File: src/rtl/arith_pkg.sv
// Shared widths and stage records for the reciprocal-multiply divider.
package arith_pkg;
  localparam int NUM_W           = 32;
  localparam int DIV_W           = 16;
  localparam int INV_W           = 18;
  localparam int SHIFT_W         = 4;
  localparam int INV_FRAC        = 16;
  localparam int INV_LATENCY_DEF = 25;
  localparam int PROD_W          = NUM_W + INV_W;          // 50
  localparam int EXT_W           = PROD_W + (1 << SHIFT_W); // 66
  localparam int REM_W           = 50;

  typedef struct packed {
    logic             valid;
    logic [NUM_W-1:0] num;
    logic [DIV_W-1:0] div;
  } div_op_t;

  typedef struct packed {
    logic               valid;
    logic               dz;
    logic [SHIFT_W-1:0] shift;
    logic [NUM_W-1:0]   num;
    logic [DIV_W-1:0]   div;
    logic [PROD_W-1:0]  prod;
  } e1_t;

  typedef struct packed {
    logic             valid;
    logic             dz;
    logic [NUM_W-1:0] num;
    logic [DIV_W-1:0] div;
    logic [NUM_W-1:0] qest;
  } e2_t;

  // r is a two's-complement remainder; read it through $signed.
  typedef struct packed {
    logic             valid;
    logic             dz;
    logic [NUM_W-1:0] q;
    logic [REM_W-1:0] r;
    logic [DIV_W-1:0] div;
  } corr_t;
endpackage

File: src/rtl/recip_correct.sv
// One registered quotient fix-up step: nudges q by one toward the true
// quotient whenever the remainder falls outside [0, d).
module recip_correct
  import arith_pkg::*;
(
  input  logic  clk,
  input  logic  rst,
  input  corr_t stage_in,
  output corr_t stage_out
);

  corr_t stage_d, stage_q;
  logic signed [REM_W-1:0] r_in, d_ext;

  always_comb begin
    stage_d = stage_in;
    r_in    = $signed(stage_in.r);
    d_ext   = $signed({{(REM_W-DIV_W){1'b0}}, stage_in.div});
    if (r_in < 0) begin
      stage_d.q = stage_in.q - 32'd1;
      stage_d.r = r_in + d_ext;
    end else if (r_in >= d_ext) begin
      stage_d.q = stage_in.q + 32'd1;
      stage_d.r = r_in - d_ext;
    end
  end

  always_ff @(posedge clk) begin
    stage_q <= stage_d;
    if (rst) stage_q.valid <= 1'b0;
  end

  assign stage_out = stage_q;

endmodule

File: src/rtl/recip_divide.sv
// Pipelined divider: multiplies the dividend by an externally supplied
// reciprocal of the normalised divisor, then corrects the estimate exactly.
module recip_divide
  import arith_pkg::*;
#(
  parameter int INV_LATENCY = INV_LATENCY_DEF,
  parameter int CORR_STEPS  = 2
) (
  input  logic               clk,
  input  logic               rst,
  input  logic               valid_in,
  input  logic [NUM_W-1:0]   numerator_in,
  input  logic [DIV_W-1:0]   divisor_in,
  input  logic               inv_valid_in,
  input  logic [INV_W-1:0]   inverse_in,
  input  logic [SHIFT_W-1:0] shift_in,
  output logic               valid_out,
  output logic [NUM_W-1:0]   quotient_out,
  output logic [DIV_W-1:0]   remainder_out,
  output logic               div_zero_out,
  output logic               align_err_out
);

  function automatic logic [NUM_W-1:0] clamp_qest(input logic [EXT_W-1:0] x);
    return (|x[EXT_W-1:2*NUM_W]) ? '1 : x[2*NUM_W-1:NUM_W];
  endfunction

  div_op_t dly_d [INV_LATENCY];
  div_op_t dly_q [INV_LATENCY];
  div_op_t head;
  e1_t     e1_d, e1_q;
  e2_t     e2_d, e2_q;
  corr_t   e3_d, e3_q;
  corr_t   fin;
  corr_t [CORR_STEPS:0] chain;

  logic             valid_out_d, valid_out_q;
  logic [NUM_W-1:0] quot_d, quot_q;
  logic [DIV_W-1:0] rem_d, rem_q;
  logic             dz_d, dz_q;
  logic             align_err_d, align_err_q;
  logic             unused_bits;

  always_comb begin
    dly_d[0] = '{valid: valid_in, num: numerator_in, div: divisor_in};
    for (int i = 1; i < INV_LATENCY; i++) dly_d[i] = dly_q[i-1];
    head = dly_q[INV_LATENCY-1];

    // Head of the delay line meets the reciprocal; a mismatch drops the slot.
    align_err_d = align_err_q | (inv_valid_in != head.valid);
    e1_d.valid  = head.valid & inv_valid_in;
    e1_d.dz     = (head.div == '0);
    e1_d.shift  = shift_in;
    e1_d.num    = head.num;
    e1_d.div    = head.div;
    e1_d.prod   = PROD_W'(head.num) * PROD_W'(inverse_in);

    // E2: undo the normalisation and keep the integer part.
    e2_d.valid = e1_q.valid;
    e2_d.dz    = e1_q.dz;
    e2_d.num   = e1_q.num;
    e2_d.div   = e1_q.div;
    e2_d.qest  = clamp_qest(EXT_W'(e1_q.prod) << e1_q.shift);

    // E3: modular arithmetic yields the signed remainder directly.
    e3_d.valid = e2_q.valid;
    e3_d.dz    = e2_q.dz;
    e3_d.q     = e2_q.qest;
    e3_d.r     = REM_W'(e2_q.num) - REM_W'(e2_q.qest) * REM_W'(e2_q.div);
    e3_d.div   = e2_q.div;

    valid_out_d = fin.valid;
    quot_d      = quot_q;
    rem_d       = rem_q;
    dz_d        = dz_q;
    if (fin.valid) begin
      quot_d = fin.dz ? '1 : fin.q;
      rem_d  = fin.dz ? '0 : fin.r[DIV_W-1:0];
      dz_d   = fin.dz;
    end
  end

  always_ff @(posedge clk) begin
    dly_q <= dly_d;
    e1_q  <= e1_d;
    e2_q  <= e2_d;
    e3_q  <= e3_d;
    if (rst) begin
      for (int i = 0; i < INV_LATENCY; i++) dly_q[i].valid <= 1'b0;
      e1_q.valid <= 1'b0;
      e2_q.valid <= 1'b0;
      e3_q.valid <= 1'b0;
    end
  end

  assign chain[0] = e3_q;

  for (genvar k = 0; k < CORR_STEPS; k++) begin : g_corr
    recip_correct u_corr (
      .clk       (clk),
      .rst       (rst),
      .stage_in  (chain[k]),
      .stage_out (chain[k+1])
    );
  end

  assign fin         = chain[CORR_STEPS];
  assign unused_bits = ^{fin.div, fin.r[REM_W-1:DIV_W]};

  always_ff @(posedge clk) begin
    if (rst) begin
      valid_out_q <= 1'b0;
      quot_q      <= '0;
      rem_q       <= '0;
      dz_q        <= 1'b0;
      align_err_q <= 1'b0;
    end else begin
      valid_out_q <= valid_out_d;
      quot_q      <= quot_d;
      rem_q       <= rem_d;
      dz_q        <= dz_d;
      align_err_q <= align_err_d;
    end
  end

  assign valid_out     = valid_out_q;
  assign quotient_out  = quot_q;
  assign remainder_out = rem_q;
  assign div_zero_out  = dz_q;
  assign align_err_out = align_err_q;

endmodule

File: config.mk
export PLATFORM = sky130hd
export DESIGN_NAME = recip_divide
export DESIGN_NICKNAME = d
export VERILOG_FILES = /design/src/rtl/arith_pkg.sv /design/src/rtl/recip_correct.sv /design/src/rtl/recip_divide.sv
export SDC_FILE = /design/constraint.sdc
export NUM_CORES = 2
export LEC_CHECK = 0
export ABC_AREA = 1
export CAP_MARGIN = 20
export CORE_MARGIN = 5
export CORE_UTILIZATION = 25
export DETAILED_ROUTE_END_ITERATION = 16
export GPL_ROUTABILITY_DRIVEN = 1
export PLACE_DENSITY = 0.39
export SLEW_MARGIN = 20
export SYNTH_ARGS = -nofsm -noshare
export SYNTH_HDL_FRONTEND = slang
export SYNTH_SLANG_ARGS = --single-unit
File: constraint.sdc
create_clock -name clk -period 6.56 [get_ports clk]
set_input_delay 0.984 -clock clk [delete_from_list [all_inputs] [get_ports clk]]
set_output_delay 0.984 -clock clk [all_outputs]
set_load 0.02 [all_outputs]
After elaboration in Yosys (flattened, before gate mapping)
Index checks and enable logic that the tools add are counted.
W data, S select, Z words.
{"block": "word_totals", "regBits": 1711, "input_bits": 74, "output_inout_bits": 51, "elab_cells": 132}
{"block": "op_classes", "addsub": 9, "mul": 2, "order_cmp": 4, "n_eq_ne": 1, "shift": 1, "n_mux": 6, "bitwise": 2, "n_reduce_logical": 2}
{"operator": "$mux W82", "count": 4}
{"operator": "$shl A50 B4 Y66", "count": 1}
{"operator": "$add A32 B1 Y32 const B", "count": 2}
{"operator": "$sub A32 B1 Y32 const B", "count": 2}
{"operator": "$add A49 B17 Y50", "count": 1}
{"operator": "$add A50 B17 Y50", "count": 1}
{"operator": "$ge A50 B17 Y1", "count": 1}
{"operator": "$lt A50 B1 Y1 const B", "count": 1}
{"operator": "$mul A32 B18 Y50", "count": 1}
{"operator": "$sub A49 B17 Y50", "count": 1}
{"operator": "$sub A50 B17 Y50", "count": 1}
{"operator": "$ge A49 B17 Y1", "count": 1}
{"operator": "$lt A49 B1 Y1 const B", "count": 1}
{"operator": "$sub A32 B48 Y49", "count": 1}
{"operator": "$mul A32 B16 Y48", "count": 1}
{"operator": "$mux W32", "count": 1}
{"operator": "$logic_not A16 Y1", "count": 1}
{"operator": "$mux W16", "count": 1}
{"operator": "$reduce_or A2 Y1", "count": 1}
{"operator": "$and A1 B1 Y1", "count": 1}
{"operator": "$ne A1 B1 Y1", "count": 1}
{"operator": "$or A1 B1 Y1", "count": 1}

Logic depth before layout (Yosys ltp)
{"block": "depth", "depth_word": 3, "depth_mapped": 29, "mapped_depth_nobuf": 27}

Cells and area by module
From an unflattened synthesis, not the netlist that was laid out.
{"block": "unflattened", "hier_cells": 10528, "area_unflattened_um2": 89701.0}
{"mod": "recip_divide", "n_inst": 1, "cells_per_inst": 7198, "area_per_inst_um2": 70910.5, "seq_area_each_um2": 30909.6}
{"mod": "recip_correct", "n_inst": 2, "cells_per_inst": 1665, "area_per_inst_um2": 9395.3, "seq_area_each_um2": 2001.9}

Least setup slack after synthesis
No wires, ideal clock.
{"block": "synth_path", "path_type": "input to register", "from": "in inverse_in[3]", "to": "reg e1_q[44] in the netlist's numbering", "setup_ns": 0.113, "arrival_time_ns": 5.716, "t_required_ns": 6.447, "slack_ns": 0.731, "cell_stages": 22, "path_buffers": 1, "path_cell_list": "clkbuf_1 -> nand2_1 -> fa_1 -> inv_1 -> fa_1 -> inv_1 -> fa_1 -> inv_1 -> fa_1 -> fa_1 -> inv_1 -> fa_1 -> inv_1 -> ha_1 -> a21o_1 -> nand2_1 -> nand3_1 -> a21o_1 -> a21boi_0 -> nand3_1 -> nand2_1 -> nand2_1"}
{"item": "from (decl)", "line_no": "recip_divide.sv:15", "text": "input logic [INV_W-1:0] inverse_in,"}
{"item": "to (decl)", "line_no": "recip_divide.sv:31", "text": "e1_t e1_d, e1_q;"}

==> results.cfg <==
[detailed_routing]
wire_per_inst_um = 17.3
first_iter_violations = 3418
ant_nets = 0
dr.pass1.iters = 6
drt_drc_violations_left = 0
viasPerCell = 4.17
wirelength_um = 263000
vias = 63200

[clock_tree]
postCtsHoldBufs = 0
clockBufferDepth = 4
cts_setup_buffers = 0
cts_buffers = 188
cts_tree = yes
clk_latency_ns = 0.89
cts_root_buffer = clkbuf_16
cts.clk_slew.worst_paths_ns = 0.06
cts_resized = 0
cts_num_sinks = 1694
htree_num_levels = 4

[critical_path]
crit_path_top_delay_cell = dfxtp_1
arrival_ns = 6.82
crit_path_end_kind = flop
crit_fanout = 13
worstPathCellList = buf_12 -> nand2_1 -> fa_1 -> fa_1 -> fa_1 -> fa_1 -> fa_1 -> inv_1 -> fa_1 -> inv_1 -> ha_1 -> a21oi_1 -> o21ai_0 -> a21oi_1 -> nor2_1 -> o21ai_0 -> buf_4 -> nand3_1 -> nand2_1 -> nand2_1
crit_path_frequent_cell = fa_1
path_class = flop to flop
critPathLaunchType = flop
required_ns = 7.21
max_stage_delay_ns = 0.76

[floorplan]
ios = 125
dieWidth_um = 599
die_height_um = 599
dieArea_um2 = 358000
rows = 216
start_util_pct = 25.1
core-area_um2 = 346000

[synthesis]
synthSimpleGateAreaFrac_pct = 19.0
synth_nets = 11400
yosysSeqAreaShare_pct = 39.2
synthFlopType = dfxtp_1
synthMuxAreaShare_pct = 0.150
synth_area_leader_cell = dfxtp_1
synth_edf_count = 0
netlist_instances = 10100
syn_area_um2 = 86600
synthTopCellsByCount = 2670 x nand2_1, 2034 x inv_1, 1694 x dfxtp_1
ys_warn_count = 0
synth.most_common_cell = nand2_1
synth-compound-area-share_pct = 3.20
synth_xor_area_share_pct = 1.64
synth_top_family_by_area = adder cells
avgSynthCellArea_um2 = 8.60
synthTopCellsByArea = dfxtp_1 39%, fa_1 22%, nand2_1 12%
async_flop_share_pct = 0
ys_ff_latch = 1694
synth.lib_cells_used.distinct = 54
yosys.area.top_type_share_pct = 39.2
synthAdderAreaFrac_pct = 26.3

[sta]
setup_viol = 0
rsz0062_at_grt = false
finalCriticalPeriod_ns = 6.17
worst_pin_slew_ns = 1.06
fin_ws_ns = 0.388
max_freq_ghz = 0.162
hold_viol = 0
finClkSkew_ns = 0.0745
period_share_pct = 94.1
drv_slew = 0
hold_slack_ns = 0.281
relSlewSlack_pct = 29.1

[job]
drv_cap = 0

[final_layout]
drive_gt1_share_pct = 7.28
synthToLayoutAreaGrowth_pct = 17.9
final_cell_count_no_fill = 15200
fillers = 36700
nets = 11700

[placement]
io_buffer_count = 124
place_ws_ns = -0.315
place_congestion = 0.886
dp_cells = 14800
hpwl_um = 208000

[global_route]
grt_overflow = 0
grt_max_degree = 82
gr-usage-all-layers_pct = 14.7
antenna_found_initial = 15
grt_pass1_vias = 67000
grt_pass1_wl_um = 406000

[status]
status = finished, final reports clean

[min_path]
worstHoldPathType = flop to flop
-- cells in the final DEF (no fill, tap or decap), drive strengths merged, types with 21 or more instances in the layout --
cell	netlist	final
o21ai	197	197
nand2	2685	2685
fa	941	941
xnor2	21	21
ha	312	312
xor2	141	141
nand4	109	109
clkbuf	272	260
inv	2036	2048
nor2	693	693
a21oi	234	234
nand3	377	377
buf	78	391
dfxtp	1694	1694
clkinv	1	47
nor3	110	110
nand3b	29	29
clkdlybuf4s50	0	123
-- layer usage --
layer,wire length (µm),share of wire (%),track usage (%),vias up
li1,-,-,-,30500
met1,121000,46,19.6,31000
met2,124000,47,25.1,1286
met3,10400,4.0,1.69,385
met4,7280,2.8,4.03,0
met5,0,0,0,-
-- state kept, by name, summed over array words and instances (netlist names) --
register,count
dly_q,49
g_corr.u_corr.stage_out,150
align_err_out,1
quotient_out,32
e1_q,87
remainder_out,16
dly_d,1176
valid_out,1
e2_q,82
div_zero_out,1
chain,99
-- through the flow --
stage | setup TNS, ns | utilization, % | instance area, µm²
2_1_floorplan | 0 | - | 86600
3_3_place_gp | -4.32 | 27.6 | 95500
3_5_place_dp | -4.95 | 27.6 | 95500
4_1_cts | 0 | 29.5 | 102000
5_1_grt | 0 | 29.5 | 102000
6_report | 0 | 29.5 | 102000
-- worst max-delay path: cells and delay by family (launching register included) --
| family | cells | cell delay [ns] |
|---|---|---|
| simple gates | 5 | 0.47 |
| flops | 1 | 0.76 |
| buf+inv | 4 | 0.50 |
| fa+ha+maj | 7 | 3.31 |
| compound gates | 4 | 0.93 |
-- layout make-up --
class / instances / area [µm²] / share of cell area [%]
Antenna cell: 5 / 12.5 / 0.0123
Sequential cell: 1694 / 33900 / 33.2
Tap cell: 4578 / 5730 / 5.61
Timing Repair Buffer: 514 / 4650 / 4.56
Multi-Input combinational cell: 5987 / 43500 / 42.7
Inverter: 2037 / 7650 / 7.49
Clock inverter: 89 / 1160 / 1.14
Clock buffer: 260 / 5400 / 5.29
-- final timing paths --
path | end | depth (start not counted) | slack, ns | startpoint
worst max-delay path | chain[62] | 20 | 0.39 | e2_q[46]
worst min-delay path | dly_d[902] | 0 | 0.28 | dly_d[951]
worst max register to register | chain[62] | 20 | 0.39 | e2_q[46]
worst min register to register | dly_d[902] | 0 | 0.28 | dly_d[951]
-- cells by family after synthesis --
kind of cell	count (synthesis)
xor gates and xnor gates	162
DFF	1694
muxes	13
and+or+nand+nor	4043
buffers and inverters	2387
AOI/OAI and AO/OA	516
adders and majority gates	1253
Power is left out: the tool's default activity adds up to more than one toggle a clock period on the data nets, which glitch-free logic cannot reach.
